<file path="config.mk">
export PLATFORM = sky130hd
export DESIGN_NAME = ps2_cmd_arbiter_flat
export DESIGN_NICKNAME = d
export VERILOG_FILES = /design/src/rtl/ps2_pkg.sv /design/src/rtl/ps2_cmd_arbiter_if.sv /design/src/rtl/ps2_arb_timer.sv /design/src/rtl/ps2_cmd_arbiter.sv /design/src/flat_wrapper.sv
export SDC_FILE = /design/constraint.sdc
export NUM_CORES = 1
export LEC_CHECK = 0
export CORE_MARGIN = 3
export CORE_UTILIZATION = 51
export DETAILED_ROUTE_END_ITERATION = 6
export GPL_TIMING_DRIVEN = 0
export PLACE_DENSITY_LB_ADDON = 0.1
export SYNTH_ARGS = -nofsm -noshare
export SYNTH_HDL_FRONTEND = slang
export SYNTH_SLANG_ARGS = --single-unit
</file>
<file path="constraint.sdc">
create_clock -name CLK -period 2.3 [get_ports CLK]
set_clock_uncertainty 0.05 [all_clocks]
set_input_delay 0.46 -clock CLK [delete_from_list [all_inputs] [get_ports CLK]]
set_output_delay 0.46 -clock CLK [all_outputs]
set_load 0.05 [all_outputs]
</file>
<file path="src/rtl/ps2_pkg.sv">
// ps2_pkg: shared types and constants for the PS/2 mouse command path.
// Holds the arbiter state encoding, device response bytes and the
// receiver error codes used by ps2_cmd_arbiter.
package ps2_pkg;

  localparam int CNT_W   = 21;
  localparam int RETRY_W = 3;

  typedef enum logic [2:0] {
    ST_IDLE      = 3'd0,
    ST_SEND      = 3'd1,
    ST_WAIT_SENT = 3'd2,
    ST_WAIT_ACK  = 3'd3,
    ST_RELEASE   = 3'd4
  } arb_state_t;

  localparam logic [7:0] PS2_ACK    = 8'hFA;
  localparam logic [7:0] PS2_RESEND = 8'hFE;
  localparam logic [7:0] PS2_ERROR  = 8'hFC;

  localparam logic [1:0] RX_OK          = 2'b00;
  localparam logic [1:0] RX_PARITY_ERR  = 2'b01;
  localparam logic [1:0] RX_FRAME_ERR   = 2'b10;
  localparam logic [1:0] RX_TIMEOUT_ERR = 2'b11;

  // A dirty receive or an explicit resend request both ask for the byte again
  function automatic logic rx_needs_retry(input logic [1:0] code, input logic [7:0] data);
    return (code != RX_OK) || (data == PS2_RESEND);
  endfunction

endpackage

</file>
<file path="src/rtl/ps2_cmd_arbiter_if.sv">
// ps2_cmd_arbiter_if: requester, transmitter and receiver signals of the
// PS/2 command arbiter. The arbiter uses the slave modport; the
// surrounding transceiver (or a bench) uses the master modport.
interface ps2_cmd_arbiter_if;

  logic       REQ0;
  logic       REQ1;
  logic [7:0] BYTE0;
  logic [7:0] BYTE1;
  logic       DONE0;
  logic       DONE1;
  logic       ERR0;
  logic       ERR1;
  logic       SEND_BYTE;
  logic [7:0] BYTE_TO_SEND;
  logic       BYTE_SENT;
  logic       RX_EN_IN;
  logic       READ_ENABLE;
  logic       BYTE_READY;
  logic [7:0] BYTE_READ;
  logic [1:0] BYTE_ERROR_CODE;
  logic       BUSY;
  logic       OWNER;

  modport slave (
    input  REQ0, REQ1, BYTE0, BYTE1, BYTE_SENT, RX_EN_IN,
           BYTE_READY, BYTE_READ, BYTE_ERROR_CODE,
    output DONE0, DONE1, ERR0, ERR1, SEND_BYTE, BYTE_TO_SEND,
           READ_ENABLE, BUSY, OWNER
  );

  modport master (
    output REQ0, REQ1, BYTE0, BYTE1, BYTE_SENT, RX_EN_IN,
           BYTE_READY, BYTE_READ, BYTE_ERROR_CODE,
    input  DONE0, DONE1, ERR0, ERR1, SEND_BYTE, BYTE_TO_SEND,
           READ_ENABLE, BUSY, OWNER
  );

endinterface

</file>
<file path="src/rtl/ps2_arb_timer.sv">
// ps2_arb_timer: saturating timeout counter for the command arbiter.
// 'clear' zeroes the count; 'expired' flags count >= limit and is held
// low while clear is asserted so a stale count never fires.
module ps2_arb_timer
  import ps2_pkg::*;
(
  input  logic             CLK,
  input  logic             RESET_N,
  input  logic             clear,
  input  logic [CNT_W-1:0] limit,
  output logic             expired
);

  logic [CNT_W-1:0] count;

  // Count up every cycle, stopping at all-ones instead of wrapping
  always_ff @(posedge CLK or negedge RESET_N) begin
    if (!RESET_N) begin
      count <= '0;
    end else if (clear) begin
      count <= '0;
    end else if (count != {CNT_W{1'b1}}) begin
      count <= count + 1'b1;
    end
  end

  assign expired = !clear && (count >= limit);

endmodule

</file>
<file path="src/rtl/ps2_cmd_arbiter.sv">
// ps2_cmd_arbiter: shares the PS/2 mouse transmitter/receiver between the
// mouse master FSM (requester 0) and the bus command port (requester 1).
// Each byte goes send -> wait transmit done -> wait device ack, with
// resend retries, and DONEx/ERRx reported back to the owner.
// Optional macro PS2_ARB_RR_EN: round-robin tie break instead of REQ0 priority.
module ps2_cmd_arbiter
  import ps2_pkg::*;
#(
  parameter int ACK_TIMEOUT = 2_000_000,
  parameter int TX_TIMEOUT  = 2_000_000,
  parameter int MAX_RETRY   = 2
) (
  input  logic                CLK,
  input  logic                RESET_N,
  ps2_cmd_arbiter_if.slave    bus
);

  arb_state_t         state;
  logic               owner_q;
  logic [7:0]         byte_q;
  logic [RETRY_W-1:0] retry_cnt;
  logic               rel_cnt;
  logic               send_q;
  logic               done0_q;
  logic               done1_q;
  logic               err0_q;
  logic               err1_q;
  logic               rd_en_q;
  logic               busy_q;
  logic               tmr_clr;
  logic               expired;
  logic [CNT_W-1:0]   tmr_limit;
  logic               grant;
  logic               fin_done;
  logic               fin_err;
  logic               can_retry;

`ifdef PS2_ARB_RR_EN
  logic last_owner;

  // Remember the last grant so the other requester wins the next tie
  always_ff @(posedge CLK or negedge RESET_N) begin
    if (!RESET_N) begin
      last_owner <= 1'b1;
    end else if (state == ST_IDLE && (bus.REQ0 || bus.REQ1)) begin
      last_owner <= grant;
    end
  end

  assign grant = (bus.REQ0 && bus.REQ1) ? ~last_owner : bus.REQ1;
`else
  assign grant = ~bus.REQ0;
`endif

  assign tmr_limit = (state == ST_WAIT_SENT) ? CNT_W'(TX_TIMEOUT) : CNT_W'(ACK_TIMEOUT);
  assign can_retry = retry_cnt < RETRY_W'(MAX_RETRY);

  ps2_arb_timer u_timer (
    .CLK     (CLK),
    .RESET_N (RESET_N),
    .clear   (tmr_clr),
    .limit   (tmr_limit),
    .expired (expired)
  );

  // Decide whether the current command finishes this cycle, and how
  always_comb begin
    fin_done = 1'b0;
    fin_err  = 1'b0;
    case (state)
      ST_WAIT_SENT: fin_err = !bus.BYTE_SENT && expired;
      ST_WAIT_ACK: begin
        if (bus.BYTE_READY) begin
          fin_done = (bus.BYTE_ERROR_CODE == RX_OK) && (bus.BYTE_READ == PS2_ACK);
          fin_err  = !fin_done &&
                     !(rx_needs_retry(bus.BYTE_ERROR_CODE, bus.BYTE_READ) && can_retry);
        end else begin
          fin_err = expired;
        end
      end
      default: ;
    endcase
  end

  // Command sequencer with all outputs registered alongside the state
  always_ff @(posedge CLK or negedge RESET_N) begin
    if (!RESET_N) begin
      state     <= ST_IDLE;
      owner_q   <= 1'b0;
      byte_q    <= 8'h00;
      retry_cnt <= '0;
      rel_cnt   <= 1'b0;
      send_q    <= 1'b0;
      done0_q   <= 1'b0;
      done1_q   <= 1'b0;
      err0_q    <= 1'b0;
      err1_q    <= 1'b0;
      rd_en_q   <= 1'b0;
      busy_q    <= 1'b0;
      tmr_clr   <= 1'b0;
    end else begin
      send_q  <= 1'b0;
      done0_q <= 1'b0;
      done1_q <= 1'b0;
      err0_q  <= 1'b0;
      err1_q  <= 1'b0;
      tmr_clr <= 1'b0;
      if (fin_done || fin_err) begin
        state   <= ST_RELEASE;
        rel_cnt <= 1'b0;
        rd_en_q <= 1'b0;
        tmr_clr <= 1'b1;
        done0_q <= fin_done && !owner_q;
        done1_q <= fin_done && owner_q;
        err0_q  <= fin_err && !owner_q;
        err1_q  <= fin_err && owner_q;
      end else begin
        case (state)
          ST_IDLE: begin
            rd_en_q <= bus.RX_EN_IN;
            if (bus.REQ0 || bus.REQ1) begin
              state     <= ST_SEND;
              owner_q   <= grant;
              byte_q    <= grant ? bus.BYTE1 : bus.BYTE0;
              retry_cnt <= '0;
              send_q    <= 1'b1;
              busy_q    <= 1'b1;
              rd_en_q   <= 1'b0;
              tmr_clr   <= 1'b1;
            end
          end
          ST_SEND: begin
            state   <= ST_WAIT_SENT;
            tmr_clr <= 1'b1;
          end
          ST_WAIT_SENT: begin
            if (bus.BYTE_SENT) begin
              state   <= ST_WAIT_ACK;
              rd_en_q <= 1'b1;
              tmr_clr <= 1'b1;
            end
          end
          ST_WAIT_ACK: begin
            if (bus.BYTE_READY) begin
              state     <= ST_SEND;
              retry_cnt <= retry_cnt + 1'b1;
              send_q    <= 1'b1;
              rd_en_q   <= 1'b0;
              tmr_clr   <= 1'b1;
            end
          end
          ST_RELEASE: begin
            if (rel_cnt) begin
              state   <= ST_IDLE;
              busy_q  <= 1'b0;
              rd_en_q <= bus.RX_EN_IN;
              tmr_clr <= 1'b1;
            end else begin
              rel_cnt <= 1'b1;
            end
          end
          default: state <= ST_IDLE;
        endcase
      end
    end
  end

  assign bus.SEND_BYTE    = send_q;
  assign bus.BYTE_TO_SEND = byte_q;
  assign bus.DONE0        = done0_q;
  assign bus.DONE1        = done1_q;
  assign bus.ERR0         = err0_q;
  assign bus.ERR1         = err1_q;
  assign bus.READ_ENABLE  = rd_en_q;
  assign bus.BUSY         = busy_q;
  assign bus.OWNER        = owner_q;

endmodule
</file>
<file path="src/flat_wrapper.sv">
// flat-port wrapper written by rule: the top's interface ports become plain ports
module ps2_cmd_arbiter_flat import ps2_pkg::*;
#(
  parameter int ACK_TIMEOUT = 2_000_000,
  parameter int TX_TIMEOUT  = 2_000_000,
  parameter int MAX_RETRY   = 2
)
  (CLK, RESET_N, bus_REQ0, bus_REQ1, bus_BYTE0, bus_BYTE1, bus_BYTE_SENT, bus_RX_EN_IN, bus_BYTE_READY, bus_BYTE_READ, bus_BYTE_ERROR_CODE, bus_DONE0, bus_DONE1, bus_ERR0, bus_ERR1, bus_SEND_BYTE, bus_BYTE_TO_SEND, bus_READ_ENABLE, bus_BUSY, bus_OWNER);
  ps2_cmd_arbiter_if bus_i ();
  input  logic CLK;
  input  logic RESET_N;
  input wire logic [$bits(bus_i.REQ0)-1:0] bus_REQ0;
  input wire logic [$bits(bus_i.REQ1)-1:0] bus_REQ1;
  input wire logic [$bits(bus_i.BYTE0)-1:0] bus_BYTE0;
  input wire logic [$bits(bus_i.BYTE1)-1:0] bus_BYTE1;
  input wire logic [$bits(bus_i.BYTE_SENT)-1:0] bus_BYTE_SENT;
  input wire logic [$bits(bus_i.RX_EN_IN)-1:0] bus_RX_EN_IN;
  input wire logic [$bits(bus_i.BYTE_READY)-1:0] bus_BYTE_READY;
  input wire logic [$bits(bus_i.BYTE_READ)-1:0] bus_BYTE_READ;
  input wire logic [$bits(bus_i.BYTE_ERROR_CODE)-1:0] bus_BYTE_ERROR_CODE;
  output wire logic [$bits(bus_i.DONE0)-1:0] bus_DONE0;
  output wire logic [$bits(bus_i.DONE1)-1:0] bus_DONE1;
  output wire logic [$bits(bus_i.ERR0)-1:0] bus_ERR0;
  output wire logic [$bits(bus_i.ERR1)-1:0] bus_ERR1;
  output wire logic [$bits(bus_i.SEND_BYTE)-1:0] bus_SEND_BYTE;
  output wire logic [$bits(bus_i.BYTE_TO_SEND)-1:0] bus_BYTE_TO_SEND;
  output wire logic [$bits(bus_i.READ_ENABLE)-1:0] bus_READ_ENABLE;
  output wire logic [$bits(bus_i.BUSY)-1:0] bus_BUSY;
  output wire logic [$bits(bus_i.OWNER)-1:0] bus_OWNER;
  assign bus_i.REQ0 = bus_REQ0;
  assign bus_i.REQ1 = bus_REQ1;
  assign bus_i.BYTE0 = bus_BYTE0;
  assign bus_i.BYTE1 = bus_BYTE1;
  assign bus_i.BYTE_SENT = bus_BYTE_SENT;
  assign bus_i.RX_EN_IN = bus_RX_EN_IN;
  assign bus_i.BYTE_READY = bus_BYTE_READY;
  assign bus_i.BYTE_READ = bus_BYTE_READ;
  assign bus_i.BYTE_ERROR_CODE = bus_BYTE_ERROR_CODE;
  assign bus_DONE0 = bus_i.DONE0;
  assign bus_DONE1 = bus_i.DONE1;
  assign bus_ERR0 = bus_i.ERR0;
  assign bus_ERR1 = bus_i.ERR1;
  assign bus_SEND_BYTE = bus_i.SEND_BYTE;
  assign bus_BYTE_TO_SEND = bus_i.BYTE_TO_SEND;
  assign bus_READ_ENABLE = bus_i.READ_ENABLE;
  assign bus_BUSY = bus_i.BUSY;
  assign bus_OWNER = bus_i.OWNER;
  ps2_cmd_arbiter #(.ACK_TIMEOUT(ACK_TIMEOUT), .TX_TIMEOUT(TX_TIMEOUT), .MAX_RETRY(MAX_RETRY)) u_core (.CLK(CLK), .RESET_N(RESET_N), .bus(bus_i));
endmodule
</file>
==> results.ini, run 1 <==
[place]
dp_hpwl_um = 3600
gp_congestion = 0.804
placement.io_buffers = 47

[yosys]
synth_area_leaders = dfrtp_1 46%, nor2_1 4.9%, mux2i_1 3.2%
yosysTopAreaCell = dfrtp_1
seq_area_frac_synth_pct = 45.6
syn-cell-area_um2 = 2470
synth-simple-area-share_pct = 23.3
synth_enable_flop_cells = 0
synth_xor_area_share_pct = 5.68
async_reset_ff_share_pct = 100
ys_seq_elements = 45
synthAdderAreaFrac_pct = 1.52
yosys_warnings = 0
synth_top_family_by_area = simple AND/OR/NAND/NOR gates
synth_compound_gate_area_share_pct = 14.8
synthMuxAreaShare_pct = 4.46
synth.avg_cell_area_um2 = 10.3
netlist.area_leader.share_pct = 45.6
syn-num-nets = 276
netlist_instances = 240
synthTopCellsByCount = 45 x dfrtp_1, 32 x nor2_1, 17 x nand2_1
synth_ff_type = dfrtp_1
synth_cell_type_count = 56
yosysMostFrequentCell = dfrtp_1

[detailed_routing]
drtIter0Drc = 104
dr_wl_met3_um = 278
highest_layer = met4
drtPass1Iterations = 4
drc = 0
totalWireLength_um = 4860
vias_per_cell = 5.48
wl_met1_um = 2490
via_count = 1913
routed-wl-met2_um = 2060
ant_nets = 0
avgRoutedWirePerCell_um = 13.9

[global_route]
grt_antenna_before_repair = 0
grt.total_usage_pct = 17.7
first_global_vias = 1725
grt_pass1_wl_um = 7830
grt_max_degree = 37
grt_remaining_overflow = 0

[power]
power_density_nw_per_um2 = 967
power_leakage_nw = 1.40
ir_drop_mv = 0.598

[setup_path]
critPathTopFamily = buffers and inverters
crit_end = bus_OWNER
critPathLaunch = u_core.bus.OWNER
path_depth = 1
path_class = reg -> out
ff2ff_setup_slack_ps = 470
timing.critical_path.buf_inv = 1
crit_path_max_incr_delay_ps = 840
start_kind = register
rr_worst_depth = 5
cp-end-kind = primary output
crit_fanout = 5
cp.arrival_ps = 1570
r2r_end = u_core.retry_cnt[0]
r2r_start = u_core.state[0]
required_ps = 1790
crit_chain = clkdlybuf4s50_1
slowest_stage = clkdlybuf4s50_1

[floorplan]
io_pins = 49
die_w_um = 75.6
coreArea_um2 = 4500
initial_core_util_pct = 54.8
die_y_um = 75.6
design.die.area_um2 = 5710
rows = 24

[clocking]
clkTransAtPathRegs_ps = 80
cts_tree = done
post_cts_buffers = 0
cts_made_buffers = 5
htreeDepth = 2
cts_root_buf = clkbuf_8
clockBufferDepth = 2
clk_latency_ps = 290
cts_sinks = 45

[timing]
tightest_slew_ps = 513
period_needed_ps = 2080
drv_slew = 0
period_share_pct = 90.3
maxSlewHeadroom_pct = 65.7
rsz0062_at_grt = false
holdWs_ps = 393
hold_viol_final = 0
finalSetupViolCount = 0
fmax_mhz = 482

[final_layout]
area_growth_pct = 27.4
fin_nets = 332
antenna_cells = 0
drive_gt1_share_pct = 15.5
multiInputGateArea_um2 = 1230
ff_latch_area_um2 = 1130
fillers = 369
fin_util_pct = 69.8

[hold_path]
min_from = bus_REQ0
hold_class = in -> reg

[run_status]
status = finished, final reports clean

[run]
cap_violations = 0

==> logic make-up after synthesis <==
logic type	count (synthesis)
buffers and inverters	20
and+or+nand+nor	99
adders and majority gates	3
muxes	10
DFF	45
AOI/OAI and AO/OA	47
xor gates and xnor gates	16
==> layer usage <==
metal | global-route usage [%] | vias up
met2 | 26.7 | 47
met4 | 3.50 | 0
li1 | - | 960
met5 | 0 | -
met3 | 4.35 | 5
met1 | 26.0 | 901
==> power by group <==
| part | internal [mW] | leakage [nW] | switching, mW |
|---|---|---|---|
| clock | 0.354 | 0.0585 | 0.257 |
| sequential | 0.967 | 0.595 | 0.125 |
| combinational | 0.509 | 0.742 | 0.830 |
==> registers in the layout, summed over array words and instances, names as in the netlist <==
name,count
u_core.retry_cnt,3
u_core.bus.ERR0,1
u_core.bus.DONE1,1
u_core.bus.READ_ENABLE,1
u_core.bus.BYTE_TO_SEND,8
u_core.bus.DONE0,1
u_core.bus.SEND_BYTE,1
u_core.bus.OWNER,1
u_core.rel_cnt,1
u_core.tmr_clr,1
u_core.bus.ERR1,1
u_core.state,3
u_core.bus.BUSY,1
u_core.u_timer.count,21
==> placed cells by master (no fill, tap or decap), drive strengths merged, types with 5 or more instances in the layout <==
| cell | count |
|---|---|
| nor3 | 7 |
| nand2 | 18 |
| nand4 | 5 |
| nand3 | 9 |
| buf | 11 |
| and3 | 7 |
| o21ai | 18 |
| clkbuf | 9 |
| clkdlybuf4s50 | 46 |
| a21oi | 9 |
| and2 | 5 |
| xor2 | 9 |
| xnor2 | 7 |
| inv | 9 |
| nor2 | 33 |
| dfrtp | 45 |
| mux2i | 8 |
==> worst min path at each step <==
stage	end	slack, ps	cells after the start
finish	u_core.bus.OWNER	390	2
global route	u_core.bus.OWNER	410	2
CTS	u_core.bus.OWNER	390	2
detailed placement	u_core.u_timer.count[18]	290	1
global placement	u_core.bus.BYTE_TO_SEND[0]	420	2
floorplan	u_core.bus.BUSY	110	0
==> metrics by stage <==
stage,power (mW),setup WS (ps),setup TNS [ps],instances,instance area [µm²]
after CTS,3.06,211,0,349,3150
after global placement,2.42,-528,-23730,339,3000
final,3.04,223,0,349,3150
after detailed placement,2.45,-53.5,-131,340,3020
after floorplan,2.02,498,0,240,2470
after global routing,3.22,168,0,349,3150
==> timing repair <==
action / in CTS / in global routing
endpoints found under the hold margin: 9 / 0
resized for setup: 0 / 0
hold buffers: 1 / 0
==> final cells by class <==
cell class / instances / area share (%)
Tap cell: 52 / 2.07
Multi-Input combinational cell: 175 / 39.1
Clock buffer: 7 / 2.74
Buffer: 11 / 2.55
Sequential cell: 45 / 35.8
Clock inverter: 1 / 0.955
Timing Repair Buffer: 49 / 15.8
Inverter: 9 / 1.07
(Power assumes the default switching activity.)
==> run 2, diff against run 1 <==
- REMOVE_ABC_BUFFERS: not set -> 1
==> run 2 against run 1 <==
Compared with the run above: total power fell by 1.2%; die area unchanged; critical endpoint is now u_core.retry_cnt[2]; sequential power grew 10%; flip-flop and latch count did not move; largest cell class unchanged; largest power group is now sequential cells; register-to-register slack got worse by 100 ps.
==> results.ini, run 2 (synthesized netlist as in run 1, its figures left out) <==
[global_route]
grt.total_usage_pct = 18.1  ; +0.42 points
grt_remaining_overflow = 0  ; unchanged
grt_antenna_before_repair = 0  ; unchanged
first_global_vias = 1762  ; +2.1%
grt_max_degree = 26  ; -30%
grt_pass1_wl_um = 7950  ; +1.5%

[clocking]
post_cts_buffers = 0  ; unchanged
clkTransAtPathRegs_ps = 90  ; about the same
cts_tree = done
cts_root_buf = clkbuf_8
cts_made_buffers = 5  ; unchanged
cts_hold_buf = 0  ; -1
cts_sinks = 45  ; unchanged
clockBufferDepth = 2  ; unchanged
clk_latency_ps = 300  ; about the same
htreeDepth = 2  ; unchanged

[setup_path]
start_kind = primary input
crit_fanout = 20  ; +15
path_class = in -> reg
required_ps = 2420  ; +630 ps
cp-end-kind = register
cp.arrival_ps = 2220  ; +650 ps

[power]
power_density_nw_per_um2 = 978  ; +1.1%
ir_drop_mv = 0.690  ; +15%
power_leakage_nw = 1.35  ; -3.0%

[final_layout]
top_register = u_core.u_timer.count
fin_util_pct = 68.2  ; -1.6 points
final_common_cell = clkdlybuf4s50_1
fin_cells = 338  ; -3.2%
largest_reg_flops = 21  ; unchanged
fin_nets = 321  ; -3.3%
final_cell_mix = 46 x clkdlybuf4s50_1, 45 x dfrtp_1, 32 x nor2_1
antenna_cells = 0  ; unchanged
area_growth_pct = 24.4
drive_gt1_share_pct = 12.9  ; -2.6 points

[detailed_routing]
via_count = 1889  ; -1.3%
drtIter0Drc = 127  ; +22%
drc = 0  ; unchanged
drtPass1Iterations = 4  ; unchanged
vias_per_cell = 5.59  ; +2.0%
totalWireLength_um = 4830  ; -0.72%
ant_nets = 0  ; unchanged
avgRoutedWirePerCell_um = 14.3  ; +2.5%

[place]
place_ws_ps = -391  ; -338 ps
dp.cells = 330  ; -2.9%
gp_congestion = 0.783  ; -2.6%
placement.io_buffers = 48  ; +2.1%
dp_hpwl_um = 3470  ; -3.6%

[hold_path]
hold_class = in -> async

[floorplan]
design.die.area_um2 = 5710  ; unchanged
die_y_um = 75.6  ; unchanged
coreArea_um2 = 4500  ; unchanged
rows = 24  ; unchanged
io_pins = 49  ; unchanged
initial_core_util_pct = 54.8  ; unchanged
die_w_um = 75.6  ; unchanged

[timing]
setup_ws_ps = 204  ; -18.8 ps
hold_viol_final = 0  ; unchanged
period_needed_ps = 2100  ; +18.8 ps
rsz0062_at_grt = false
maxSlewHeadroom_pct = 51.5  ; -14 points
finalSetupViolCount = 0  ; unchanged
fmax_mhz = 477  ; -0.90%
drv_slew = 0  ; unchanged
tightest_slew_ps = 727  ; +213 ps
period_share_pct = 91.1  ; +0.82 points

[run]
cap_violations = 0  ; unchanged

[run_status]
status = finished, final reports clean

-- run 2: changes by cell type in the layout (fill, tap and decap cells not counted), sizes merged --
cell | before | now
dlygate4sd2 | 0 | 1
dlygate4sd3 | 1 | 0
buf | 11 | 2
clkbuf | 9 | 7
-- run 2: what timing repair did --
action	4_1_cts	5_1_grt
setup endpoints to repair	12	0
hold endpoints to repair	0	0
resized for setup	1	0
-- run 2: final timing paths --
| kind | startpoint | to | slack [ps] | cells past startpoint |
|---|---|---|---|---|
| worst max-delay path | bus_REQ0 | u_core.retry_cnt[2] | 200 | 6 |
| worst min-delay path | RESET_N | u_core.u_timer.count[4] | 70 | 1 |
| worst max register to register | u_core.u_timer.count[1] | u_core.u_timer.count[4] | 370 | 5 |
| worst min register to register | u_core.bus.BYTE_TO_SEND[5] | u_core.bus.BYTE_TO_SEND[5] | 440 | 2 |
| max in group asynchronous | RESET_N | u_core.state[1] | 1630 | 2 |
| min in group CLK | u_core.bus.BYTE_TO_SEND[5] | u_core.bus.BYTE_TO_SEND[5] | 440 | 2 |
-- run 2: area by class of cell --
cell class                      instances  area, µm²
Clock buffer                            7       86.3
Timing Repair Buffer                   49        502
Tap cell                               52       65.1
Sequential cell                        45       1130
Inverter                                9       33.8
Clock inverter                          1       30.0
Multi-Input combinational cell        175       1230
Fill cell                             367       1430
-- run 2: per-layer routing --
layer / GRT usage (%) / part of all wire [%]
met1: 24.6 / 47
met2: 28.1 / 45
met3: 5.41 / 7.1
met4: 5.24 / 1.2
met5: 0 / 0
-- run 2: power breakdown --
group | internal [mW] | total, mW | switching, mW | leakage [nW]
Sequential | 0.965 | 1.20 | 0.231 | 0.595
Combinational | 0.473 | 1.18 | 0.709 | 0.700
Clock | 0.355 | 0.626 | 0.272 | 0.0585
-- run 2: critical path, cell delays in order --
cell,delay [ps]
dlygate4sd2_1,550
nor2_2,100
or3_4,380
or2_1,470
nand3_1,180
o21ai_1,80
-- run 2: per-stage QoR --
step / hold slack (ps) / power (mW) / TNS, ps / area (µm²)
floorplan: 114 / 1.97 / 0 / 2390
global placement: 417 / 2.37 / -26580 / 2930
detailed placement: 420 / 2.40 / -4410 / 2960
CTS: 87.4 / 3.03 / 0 / 3070
global route: 103 / 3.17 / 0 / 3070
finish: 74.0 / 3.00 / 0 / 3070
